`src/rtl/satatx_crc.sv`:
```
// satatx_crc: forwards FIS data words with one cycle of latency and appends
// the SATA CRC-32 as one extra word, moving TLAST onto that word.
module satatx_crc #(
  parameter logic [31:0] P_CRC_INIT   = 32'h5232_5032,
  parameter logic [31:0] P_POLY       = 32'h04c1_1db7,
  parameter logic        OPT_LOWPOWER = 1'b0
) (
  input  logic        S_AXI_ACLK,
  input  logic        S_AXI_ARESET,
  input  logic        S_AXIS_TVALID,
  output logic        S_AXIS_TREADY,
  input  logic [31:0] S_AXIS_TDATA,
  input  logic        S_AXIS_TLAST,
  output logic        M_AXIS_TVALID,
  input  logic        M_AXIS_TREADY,
  output logic [31:0] M_AXIS_TDATA,
  output logic        M_AXIS_TLAST
);

  typedef enum logic [0:0] {
    S_DATA = 1'b0,
    S_CRC  = 1'b1
  } state_t;

  state_t      state_q;
  logic [31:0] crc_q;
  logic [31:0] crc_d;
  logic        m_valid_q;
  logic [31:0] m_data_q;
  logic        m_last_q;
  logic        out_free;
  logic        s_accept;

  // MSB-first, non-reflected CRC over a full 32-bit word in a single cycle.
  function automatic logic [31:0] crc_step(input logic [31:0] c, input logic [31:0] d);
    logic [31:0] r;
    logic        fb;
    r = c;
    for (int i = 31; i >= 0; i--) begin
      fb = r[31] ^ d[i];
      r  = {r[30:0], 1'b0} ^ (fb ? P_POLY : 32'h0000_0000);
    end
    return r;
  endfunction

  // Valid/ready: a beat transfers on any rising edge where VALID and READY are
  // both high; once raised, master VALID/DATA/LAST hold until that transfer.
  assign out_free      = !m_valid_q || M_AXIS_TREADY;
  assign S_AXIS_TREADY = out_free && (state_q == S_DATA);
  assign s_accept      = S_AXIS_TVALID && S_AXIS_TREADY;
  assign crc_d         = crc_step(crc_q, S_AXIS_TDATA);

  always_ff @(posedge S_AXI_ACLK) begin
    if (S_AXI_ARESET) begin
      state_q   <= S_DATA;
      crc_q     <= P_CRC_INIT;
      m_valid_q <= 1'b0;
      if (OPT_LOWPOWER) begin
        m_data_q <= 32'h0000_0000;
        m_last_q <= 1'b0;
      end
    end else begin
      case (state_q)
        S_DATA: begin
          if (s_accept) begin
            m_valid_q <= 1'b1;
            m_data_q  <= S_AXIS_TDATA;
            m_last_q  <= 1'b0;
            crc_q     <= crc_d;
            if (S_AXIS_TLAST) state_q <= S_CRC;
          end else if (M_AXIS_TREADY) begin
            m_valid_q <= 1'b0;
            if (OPT_LOWPOWER) begin
              m_data_q <= 32'h0000_0000;
              m_last_q <= 1'b0;
            end
          end
        end
        S_CRC: begin
          // The CRC word is never folded back into the running CRC.
          if (out_free) begin
            m_valid_q <= 1'b1;
            m_data_q  <= crc_q;
            m_last_q  <= 1'b1;
            crc_q     <= P_CRC_INIT;
            state_q   <= S_DATA;
          end
        end
        default: begin
          state_q   <= S_DATA;
          crc_q     <= P_CRC_INIT;
          m_valid_q <= 1'b0;
        end
      endcase
    end
  end

  assign M_AXIS_TVALID = m_valid_q;
  assign M_AXIS_TDATA  = m_data_q;
  assign M_AXIS_TLAST  = m_last_q;

endmodule

```
`config.mk`:
```
export PLATFORM = sky130hd
export DESIGN_NAME = satatx_crc
export DESIGN_NICKNAME = d
export VERILOG_FILES = /design/src/rtl/satatx_crc.sv
export SDC_FILE = /design/constraint.sdc
export NUM_CORES = 1
export LEC_CHECK = 0
export CORE_AREA = 2 2 132 134
export DETAILED_ROUTE_END_ITERATION = 12
export DIE_AREA = 0 0 134 136
export MAX_ROUTING_LAYER = met4
export PLACE_DENSITY = 0.57
export SYNTH_ARGS = -nofsm -noshare
export SYNTH_HDL_FRONTEND = slang
export SYNTH_SLANG_ARGS = --single-unit
```
`constraint.sdc`:
```
create_clock -name S_AXI_ACLK -period 10.5 [get_ports S_AXI_ACLK]
set_clock_uncertainty 0.15 [all_clocks]
set_input_delay 1.575 -clock S_AXI_ACLK [delete_from_list [all_inputs] [get_ports S_AXI_ACLK]]
set_output_delay 1.575 -clock S_AXI_ACLK [all_outputs]
set_load 0.005 [all_outputs]
```
# Word-level counts from Yosys, hierarchy flattened
# Cells that the tools add are included.
# word_totals
wordCells,129
inputBits,37
register_bits,67
output_inout_bits,35
# op_classes
reduce_logical,7
muxes,48
n_eq_ne,3
n_bitwise,66
# ops
operator,n
$xor 32x27->32,32
$mux 27,32
$mux 32,4
$pmux 32 s2,2
$xor 1x1->1,32
$mux 1,7
$pmux 1 s2,3
$reduce_and 2->1,2
$ne 3x3->1 const B,1
$reduce_and 3->1,1
$logic_and 1x1->1,2
$ne 2x1->1 const B,1
$ne 2x2->1 const B,1
$not 1->1,2
$logic_not 1->1,1
$logic_or 1x1->1,1

# Logic depth before layout (Yosys ltp)
# Gate-level depths: netlist of the first run.
# logic_depth
ltp_word,98
mapped_depth,9
depth_no_buf,9

# Worst setup path after synthesis of the first run
# OpenSTA, ideal clock, no wires.
# synth_path
kind,input to register
from,in S_AXIS_TDATA[27]
to,reg crc_q[24]
path_stages,9
path_buffers,0
setup_time_ns,0.117
path_slack_ns,5.527
t_arrival_ns,4.706
t_required_ns,10.233
cell_sequence,xnor2_4 > xnor3_1 > xnor3_2 > xnor3_2 > xnor3_2 > xor3_2 > xnor3_1 > a22oi_1 > nor2_1
# synth_between
elab_chain_len,38
elab_cells_between_ends,50
cone_classes,mux: 12; bitwise: 38
# synth_rtl
element,line,rtl
start: declaration,12,"input logic [31:0] S_AXIS_TDATA,"
$xor 1x1->1 (*),40,fb = r[31] ^ d[i];
$mux 27 (*),41,"r = {r[30:0], 1'b0} ^ (fb ? P_POLY : 32'h0000_0000);"
$xor 32x27->32 (*) (6 in a row),41,
$xor 1x1->1 or $xor 32x27->32 (tied branches),"40, 41",
$mux 27 or $xor 32x27->32 (tied branches),41,
$xor 32x27->32 (*) (9 in a row),41,
$xor 1x1->1 or $xor 32x27->32 (tied branches),"40, 41",
"$mux 27, or another cell as far along",41,
$xor 32x27->32 (*) (10 in a row),41,
$xor 1x1->1 or $xor 32x27->32 (tied branches),"40, 41",
$mux 27 or $xor 1x1->1 (tied branches),"41, 40",
$xor 32x27->32 (*) (3 in a row),41,
$mux 32 (*),65,if (s_accept) begin
$pmux 32 s2 (*),63,case (state_q)
end signal: assignment,69,crc_q <= crc_d;
end: declaration,26,logic [31:0] crc_q;
# Mark *: on every way between the ends. The rest lies on a longest branch, timed or not. The select of a mux whose other input is x is not followed.
# A chain may end at the register's enable or synchronous reset.

# Worst setup path after layout of the first run
# layout_path
from,in S_AXIS_TDATA[28]
to,reg crc_q[11]
# layout_between
elab_chain_len,41
elab_cells_between_ends,61
cone_classes,mux: 17; bitwise: 44
# layout_rtl
element,line
$xor 1x1->1 (*),40
$mux 27 (*),41
$xor 32x27->32 (*) (6 in a row),41
$xor 1x1->1 or $xor 32x27->32 (tied branches),"40, 41"
$mux 27 or $xor 32x27->32 (tied branches),41
$xor 32x27->32 (*) (6 in a row),41
$xor 1x1->1 or $xor 32x27->32 (tied branches),"40, 41"
$mux 27 or $xor 32x27->32 (tied branches),41
$xor 32x27->32 (*) (6 in a row),41
$xor 1x1->1 or $xor 32x27->32 (tied branches),"40, 41"
$mux 27 or $xor 32x27->32 (tied branches),41
$xor 32x27->32 (*) (6 in a row),41
$xor 1x1->1 or $xor 32x27->32 (tied branches),"40, 41"
$mux 27 or $xor 32x27->32 (tied branches),41
$xor 32x27->32 (*) (5 in a row),41
$mux 32 (*),65
$pmux 32 s2 (*),63
# Marks and branches as above.

==> results of run 1 <==
-- per-stage QoR --
stage / cell area [sq um] / worst slack (ns) / hold slack [ns]
3_5_place_dp: 6750 / 4.07 / 0.335
3_3_place_gp: 6750 / 4.01 / 0.343
5_1_grt: 7010 / 4.32 / 0.374
2_1_floorplan: 5770 / 5.53 / 0.256
6_report: 7010 / 4.44 / 0.346
4_1_cts: 7010 / 4.43 / 0.344
-- layer usage --
metal  vias up  GRT usage (%)  wire (um)
met1      1677           24.6       7190
met3        25           3.17        769
li1       1641              -          -
met5         -              -          0
met4         0           6.97        380
met2       103           29.8       7520
-- worst min-delay path by stage --
stage,start,to,slack [ns],cells after the start
after floorplan,state_q$_SDFF_PP0_,M_AXIS_TLAST$_DFFE_PP_,0.26,0
after global placement,crc_q[13]$_SDFFE_PP0P_,crc_q[13]$_SDFFE_PP0P_,0.34,2
after detailed placement,crc_q[13]$_SDFFE_PP0P_,crc_q[13]$_SDFFE_PP0P_,0.34,2
after CTS,crc_q[13]$_SDFFE_PP0P_,crc_q[13]$_SDFFE_PP0P_,0.34,2
after global routing,crc_q[13]$_SDFFE_PP0P_,crc_q[13]$_SDFFE_PP0P_,0.37,2
final,crc_q[13]$_SDFFE_PP0P_,crc_q[13]$_SDFFE_PP0P_,0.35,2
-- Yosys cell counts, drive strengths merged --
cell type and count:
xnor3 48, nor3 1, xor3 4, dfxtp 34
nand2 3, xor2 48, a21oi 6, mux2 32
nor2 21, or2 1, buf 2, a22oi 6
clkbuf 6, nand2b 5, nor2b 2, o22ai 4
o21ai 1, dlygate4sd3 1, xnor2 158, o32a 1
a22o 13, a2bb2oi 1, edfxtp 33, o31ai 1
-- worst reg2reg max path, stage by stage, from the launching register on --
cell,delay (ns)
dfxtp_1,0.51
xor2_2,0.51
xnor3_2,0.73
xnor2_4,0.38
xnor3_2,0.55
xor2_4,0.39
xor2_4,0.42
xnor3_1,0.58
xnor2_1,0.17
a22o_1,0.21
-- cell type report --
cell class	count	area [sq um]	share of cell area, %
multi-input cells	356	4060	57.8
flip-flops and latches	67	1670	23.8
repair buffers	75	741	10.6
well taps	225	282	4.01
clock buffers	11	233	3.32
clock inverters	5	30.0	0.428
-- cell families (layout without fill, tap and decap cells) --
logic type / after synthesis / count (layout) / share of synthesized area, %
AO/OA/AOI/OAI: 33 / 33 / 4.25
XOR/XNOR: 258 / 258 / 57.1
buffers and inverters: 9 / 91 / 0.846
flip-flops: 67 / 67 / 29.0
multiplexers: 32 / 32 / 6.25
AND/OR/NAND/NOR: 33 / 33 / 2.52
-- state kept, by name (all words and copies together) (netlist names) --
signal,cells
M_AXIS_TVALID,1
M_AXIS_TLAST,1
M_AXIS_TDATA,32
state_q,1
crc_q,32
==> flow_summary.json, run 1 <==
{
  "status": "complete, no violations",
  "syn_to_final_growth_pct": 21.6,
  "post-route-drc-count": 0,
  "port_buffers": 71,
  "synthesis.instances": 432,
  "via_per_inst": 4.66,
  "yosysSeqAreaShare_pct": 29.0,
  "cts-root-buf": "clkbuf_16",
  "fin_cells": 739,
  "grt_start_max_net_pins": 39,
  "path_cells": "clkdlybuf4s50_1 -> xor2_2 -> xnor3_2 -> xnor2_4 -> xnor3_2 -> xor2_4 -> xor2_4 -> xnor3_1 -> xnor2_1 -> a22o_1",
  "num_antenna_cells": 0,
  "r2r_setup_slack_ns": 5.78,
  "cap_viol_max_count": 0,
  "path_class": "input port to flip-flop",
  "hold_viol_final": 0,
  "antenna_left": 0,
  "start_util_pct": 34.2,
  "synthTopCellsByArea": "xnor2_1 (22%), edfxtp_1 (17%), xnor3_1 (12%)",
  "final_cell_mix": "xnor2_1 (144), clkdlybuf4s50_1 (71), xor2_1 (41)",
  "worst_path_largest_cell_delay_ns": 0.72,
  "critPathCaptureType": "flip-flop",
  "die_h_um": 136,
  "crit_family": "XOR/XNOR gates",
  "grt_overflow": 0,
  "wire_per_inst_um": 21.5,
  "clock.fmax_mhz": 165,
  "final_common_cell": "xnor2_1",
  "global_route.usage.total_pct": 18.9,
  "yosys.area.top_type": "xnor2_1",
  "required_ns": 10.59,
  "fillCellCount": 1569,
  "r2r-start": "crc_q[28]$_SDFFE_PP1P_",
  "cts_hold_buf": 0,
  "hold_class": "flip-flop to flip-flop",
  "tns_ns": 0,
  "die_width_um": 134,
  "worstMarginPinSlew_ns": 1.00,
  "clock_latency_ns": 0.34,
  "dp_cells": 723,
  "crit_fanout": 8,
  "vias": 3446,
  "cp-endpoint": "crc_q[11]$_SDFFE_PP0P_",
  "fin_util_pct": 41.5,
  "regToRegEndpoint": "crc_q[11]$_SDFFE_PP0P_",
  "r2r_cells": 9,
  "core_area_sq_um": 16900,
  "fp-row-count": 48,
  "grt_setup_unrepaired": "no",
  "dp_hpwl_um": 12600,
  "nets": 546,
  "crit_buf_inv": 1,
  "grt_pass1_vias": 3571,
  "dieArea_sq_um": 18200,
  "cp.depth": 10,
  "worst_ep_arrival_time_ns": 6.15,
  "clkSlewWorstSetupHoldPaths_ns": 0.06,
  "wl_um": 15900,
  "yosysUniqueCellTypes": 33,
  "cts_htree_levels": 3,
  "post_cts_buffers": 0,
  "syn_area_sq_um": 5770,
  "cts_resized": 0,
  "synth_top_area_share_pct": 21.9,
  "cts-buffers-inserted": 9,
  "slew_headroom_pct": 33.2,
  "min_period_over_period_pct": 57.8,
  "slowest_stage": "xnor3_2",
  "synth_fp_nets": 469,
  "synth_warnings": 0,
  "drt_iter0_drc": 171,
  "drv_slew": 0,
  "cp-start-kind": "input port",
  "grt_first_pass_wirelength_um": 23900,
  "cts.sinks": 67,
  "min_period_ns": 6.06,
  "setup_viol_count_final": 0,
  "cts_buffer_depth": 2,
  "drive_above_1_share_pct": 18.1,
  "gp_congestion": 0.920,
  "syn_avg_cell_area_sq_um": 13.3,
  "drt_pass1_iterations": 4,
  "crit_start": "S_AXIS_TDATA[28]",
  "antenna_found_initial": 0,
  "cts_tree": "yes",
  "ys_ff_latch": 67,
  "ios": 72
}
Power of run 1 is not shown: default switching activity piles up to over one toggle a cycle in this logic, so the estimate is an artifact.
==> run 2, diff against run 1 <==
clock period = 5.95 ns   (was 10.5 ns; I/O delays follow)
==> run 2 against run 1 <==
Final cell count grew 1.8%. Cell area grew 1.3%. Worst hold slack gained 0.021 ns. Core utilization grew 0.54 points. Critical path depth is the same. Global-route usage grew 0.68 points. Sequential share of layout area shrank 0.31 points. Via count is essentially flat. Die area is the same. First-iteration DRC count grew 32%.
==> flow_summary.json, run 2 (synthesis results as in run 1) <==
{
  "status": "complete, no violations",
  "via_per_inst": 4.59,
  "tns_ns": 0,
  "drv_slew": 0,
  "hold_slack_ns": 0.367,
  "dieArea_sq_um": 18200,
  "fillCellCount": 1604,
  "antenna_found_initial": 0,
  "cts.sinks": 67,
  "grt_overflow": 0,
  "path_class": "input port to flip-flop",
  "vias": 3448,
  "grt_setup_unrepaired": "no",
  "clock_latency_ns": 0.34,
  "hold_viol_final": 0,
  "grt_start_max_net_pins": 38,
  "wire_per_inst_um": 21.8,
  "num_antenna_cells": 0,
  "nets": 559,
  "dp_hpwl_um": 13000,
  "core_area_sq_um": 16900,
  "drt_pass1_iterations": 4,
  "clock.fmax_mhz": 200,
  "grt_pass1_vias": 3575,
  "cap_viol_max_count": 0,
  "post-route-drc-count": 0,
  "fp-row-count": 48,
  "critPathCaptureType": "flip-flop",
  "min_period_ns": 4.99,
  "r2r_cells": 9,
  "slew_headroom_pct": 30.1,
  "start_util_pct": 34.2,
  "layout.area.seq_sq_um": 1670,
  "worst_ep_arrival_time_ns": 5.07,
  "min_period_over_period_pct": 83.9,
  "hold_class": "flip-flop to flip-flop",
  "global_route.usage.total_pct": 19.6,
  "crit_fanout": 6,
  "cts_tree": "yes",
  "cts-buffers-inserted": 9,
  "port_buffers": 71,
  "cts_buffer_depth": 2,
  "gp_congestion": 0.930,
  "wl_um": 16400,
  "final_cell_mix": "xnor2_1 (144), clkdlybuf4s50_1 (71), xor2_1 (41)",
  "post_cts_buffers": 0,
  "drt_iter0_drc": 226,
  "ios": 72,
  "holdPathStages": 2,
  "worstMarginPinSlew_ns": 1.05,
  "multi_input_area_sq_um": 4060,
  "cts_resized": 0,
  "cp-start-kind": "input port",
  "antenna_left": 0,
  "grt_first_pass_wirelength_um": 24400,
  "cts_htree_levels": 3,
  "final_common_cell": "xnor2_1",
  "cts_hold_buf": 0,
  "drive_above_1_share_pct": 20.1,
  "setup_viol_count_final": 0,
  "syn_to_final_growth_pct": 23.2,
  "die_width_um": 134,
  "required_ns": 6.03,
  "clkSlewWorstSetupHoldPaths_ns": 0.05,
  "die_h_um": 136,
  "cts-root-buf": "clkbuf_16"
}
==> run 2: critical path, cell delays in order <==
cell             delay [ns]
clkdlybuf4s50_1        0.50
xnor2_4                0.35
xnor3_1                0.54
xnor3_2                0.52
xnor3_2                0.51
xnor3_2                0.50
xor3_2                 0.59
xnor3_1                0.44
a22oi_1                0.16
nor2_1                 0.06
==> run 2: final timing paths <==
path	from	endpoint	slack (ns)
setup / recovery	S_AXIS_TDATA[27]	crc_q[24]$_SDFFE_PP0P_	0.96
hold / removal	crc_q[20]$_SDFFE_PP1P_	crc_q[20]$_SDFFE_PP1P_	0.37
setup reg to reg	crc_q[27]$_SDFFE_PP0P_	crc_q[24]$_SDFFE_PP0P_	1.63
hold reg to reg	crc_q[20]$_SDFFE_PP1P_	crc_q[20]$_SDFFE_PP1P_	0.37
==> run 2: layout make-up <==
type / instances / area share, %
repair buffers: 88 / 11.8
multi-input cells: 356 / 57.1
well taps: 225 / 3.96
clock buffers: 12 / 3.33
clock inverters: 4 / 0.282
flip-flops and latches: 67 / 23.5
==> run 2: through the flow <==
stage | cells | area (sq um) | setup WS [ns] | util, %
finish | 752 | 7100 | 0.960 | 42.1
global route | 752 | 7100 | 0.813 | 42.1
CTS | 752 | 7100 | 0.938 | 42.1
detailed placement | 736 | 6850 | 0.581 | 40.6
global placement | 736 | 6850 | 0.586 | 40.6
floorplan | 432 | 5770 | 1.66 | -
==> run 2: metal layers <==
| layer | global-route usage [%] | routed length [um] | share of wire, % | up-vias |
|---|---|---|---|---|
| met2 | 30.9 | 7670 | 47 | 113 |
| met1 | 26.0 | 7690 | 47 | 1657 |
| met5 | - | 0 | 0 | - |
| met4 | 5.08 | 219 | 1.3 | 0 |
| li1 | - | - | - | 1664 |
| met3 | 3.84 | 811 | 4.9 | 14 |
Power of run 2 is left out for the same reason.
==> run 3, diff against run 2 <==
PLACE_DENSITY = 0.59   (was 0.57)
clock period = 4.4 ns   (was 5.95 ns; I/O delays follow)
==> run 3 against run 2 <==
Global-route usage grew 0.85 points. Final cell count grew 16%. Critical path depth grew 2. Worst setup slack lost 0.77 ns. Sequential share of layout area shrank 2.9 points. Worst hold slack lost 0.0023 ns. Non-clock buffer count grew 119. First-iteration DRC count shrank 30%. Cell area grew 14%. Critical path type unchanged. Critical endpoint is now crc_q[11]$_SDFFE_PP0P_. Largest cell class unchanged.
==> flow_summary.json, run 3 (synthesis results as in run 1) <==
{
  "grt_pass1_vias": 4119,
  "drive_above_1_share_pct": 35.4,
  "drt_iter0_drc": 159,
  "grt_start_max_net_pins": 38,
  "slowest_stage": "clkdlybuf4s50_1",
  "nets": 678,
  "syn_to_final_growth_pct": 40.6,
  "grt_setup_unrepaired": "no",
  "cts_hold_buf": 0,
  "final_cell_mix": "xnor2_1 (143), buf_4 (133), clkdlybuf4s50_1 (71)",
  "cp-endpoint": "crc_q[11]$_SDFFE_PP0P_",
  "worst_ep_arrival_time_ns": 4.30,
  "crit_fanout": 4,
  "required_ns": 4.49,
  "slew_headroom_pct": 44.7,
  "worst_slack_ns": 0.189,
  "crit_start": "S_AXIS_TDATA[28]",
  "cts_buffer_depth": 2,
  "regToRegEndpoint": "crc_q[11]$_SDFFE_PP0P_",
  "cp.depth": 12,
  "drt_pass1_iterations": 4,
  "post-route-drc-count": 0,
  "num_antenna_cells": 0,
  "path_class": "input port to flip-flop",
  "crit_buf_inv": 3,
  "fin_util_pct": 48.0,
  "post_cts_buffers": 0,
  "r2r-start": "crc_q[24]$_SDFFE_PP0P_",
  "worstMarginPinSlew_ns": 0.827,
  "cts_htree_levels": 3,
  "cap_viol_max_count": 0,
  "grt_overflow": 0,
  "cp-start-kind": "input port",
  "gp_congestion": 0.961,
  "cts_tree": "yes",
  "fp-row-count": 48,
  "cts_resized": 0,
  "core_area_sq_um": 16900,
  "clock.fmax_mhz": 237,
  "grt_first_pass_wirelength_um": 25700,
  "final_common_cell": "xnor2_1",
  "setup_viol_count_final": 0,
  "wire_per_inst_um": 19.6,
  "critPathCaptureType": "flip-flop",
  "start_util_pct": 34.2,
  "place_ws_ns": -0.211,
  "cts-root-buf": "clkbuf_16",
  "status": "complete, no violations",
  "dp_hpwl_um": 14000,
  "dieArea_sq_um": 18200,
  "cts-buffers-inserted": 9,
  "hold_viol_final": 0,
  "via_per_inst": 4.41,
  "die_width_um": 134,
  "vias": 3842,
  "r2r_cells": 12,
  "hold_class": "flip-flop to flip-flop",
  "r2r_setup_slack_ns": 0.60,
  "min_period_over_period_pct": 95.7,
  "path_cells": "clkdlybuf4s50_1 -> xor2_2 -> buf_4 -> xnor2_1 -> buf_4 -> xnor3_2 -> xor3_2 -> xor2_4 -> xor2_4 -> xnor3_1 -> xnor2_1 -> a22o_1",
  "min_period_ns": 4.21,
  "antenna_left": 0,
  "clkSlewWorstSetupHoldPaths_ns": 0.06,
  "crit_family": "XOR/XNOR gates",
  "drv_slew": 0,
  "cts.sinks": 67,
  "global_route.usage.total_pct": 20.4,
  "clock_latency_ns": 0.35,
  "wl_um": 17100,
  "die_h_um": 136,
  "antenna_found_initial": 0,
  "port_buffers": 71,
  "worst_path_largest_cell_delay_ns": 0.56,
  "ios": 72
}
run 3: changes by cell type in the layout (fill, tap and decap cells not counted), moves of 2 or more:
cell	previous run	this run
clkinv_2	4	1
buf_4	17	133
inv_6	0	2
clkbuf_1	3	0
bufinv_16	0	2
buf_12	0	3
run 3: routing by layer:
metal,part of all wire (%),track usage [%],vias up
met4,1.8,6.50,0
li1,-,-,1909
met2,49,33.6,82
met5,0,-,-
met3,3.4,2.83,16
met1,46,26.2,1835
run 3: worst min path at each step:
| stage | start | end | slack [ns] | cells after the start |
|---|---|---|---|---|
| after floorplan | state_q$_SDFF_PP0_ | M_AXIS_TLAST$_DFFE_PP_ | 0.26 | 0 |
| after CTS | crc_q[5]$_SDFFE_PP1P_ | crc_q[5]$_SDFFE_PP1P_ | 0.37 | 2 |
| after global placement | crc_q[13]$_SDFFE_PP0P_ | crc_q[13]$_SDFFE_PP0P_ | 0.35 | 2 |
| after detailed placement | crc_q[5]$_SDFFE_PP1P_ | crc_q[5]$_SDFFE_PP1P_ | 0.35 | 2 |
| final | crc_q[4]$_SDFFE_PP1P_ | crc_q[4]$_SDFFE_PP1P_ | 0.37 | 1 |
| after global routing | crc_q[4]$_SDFFE_PP1P_ | crc_q[4]$_SDFFE_PP1P_ | 0.38 | 1 |
run 3: area by class of cell:
type,instances,area [sq um]
multi-input combinational,356,4060
fill,1562,8770
timing repair buffer,207,1770
clock buffer,9,225
sequential,67,1670
clock inverter,7,98.8
tap,225,282
run 3: worst register-to-register path: stages, from the launching register on:
cell and delay (ns):
dfxtp_1 0.49, xor2_4 0.31, buf_12 0.16, xnor2_1 0.06, buf_4 0.15, xnor2_2 0.30
buf_4 0.22, xor2_1 0.21, xnor3_1 0.52, xor2_1 0.28, xnor3_1 0.46, xnor2_1 0.18
a22o_1 0.20
run 3: per-stage QoR:
| stage | setup TNS (ns) | cells | hold slack, ns | instance area [sq um] |
|---|---|---|---|---|
| after floorplan | 0 | 432 | 0.256 | 5770 |
| after global placement | -2.67 | 855 | 0.352 | 7780 |
| after detailed placement | -2.20 | 855 | 0.354 | 7780 |
| after CTS | 0 | 871 | 0.367 | 8100 |
| after global routing | 0 | 871 | 0.382 | 8110 |
| final | 0 | 871 | 0.365 | 8110 |
Power of run 3 is left out for the same reason.
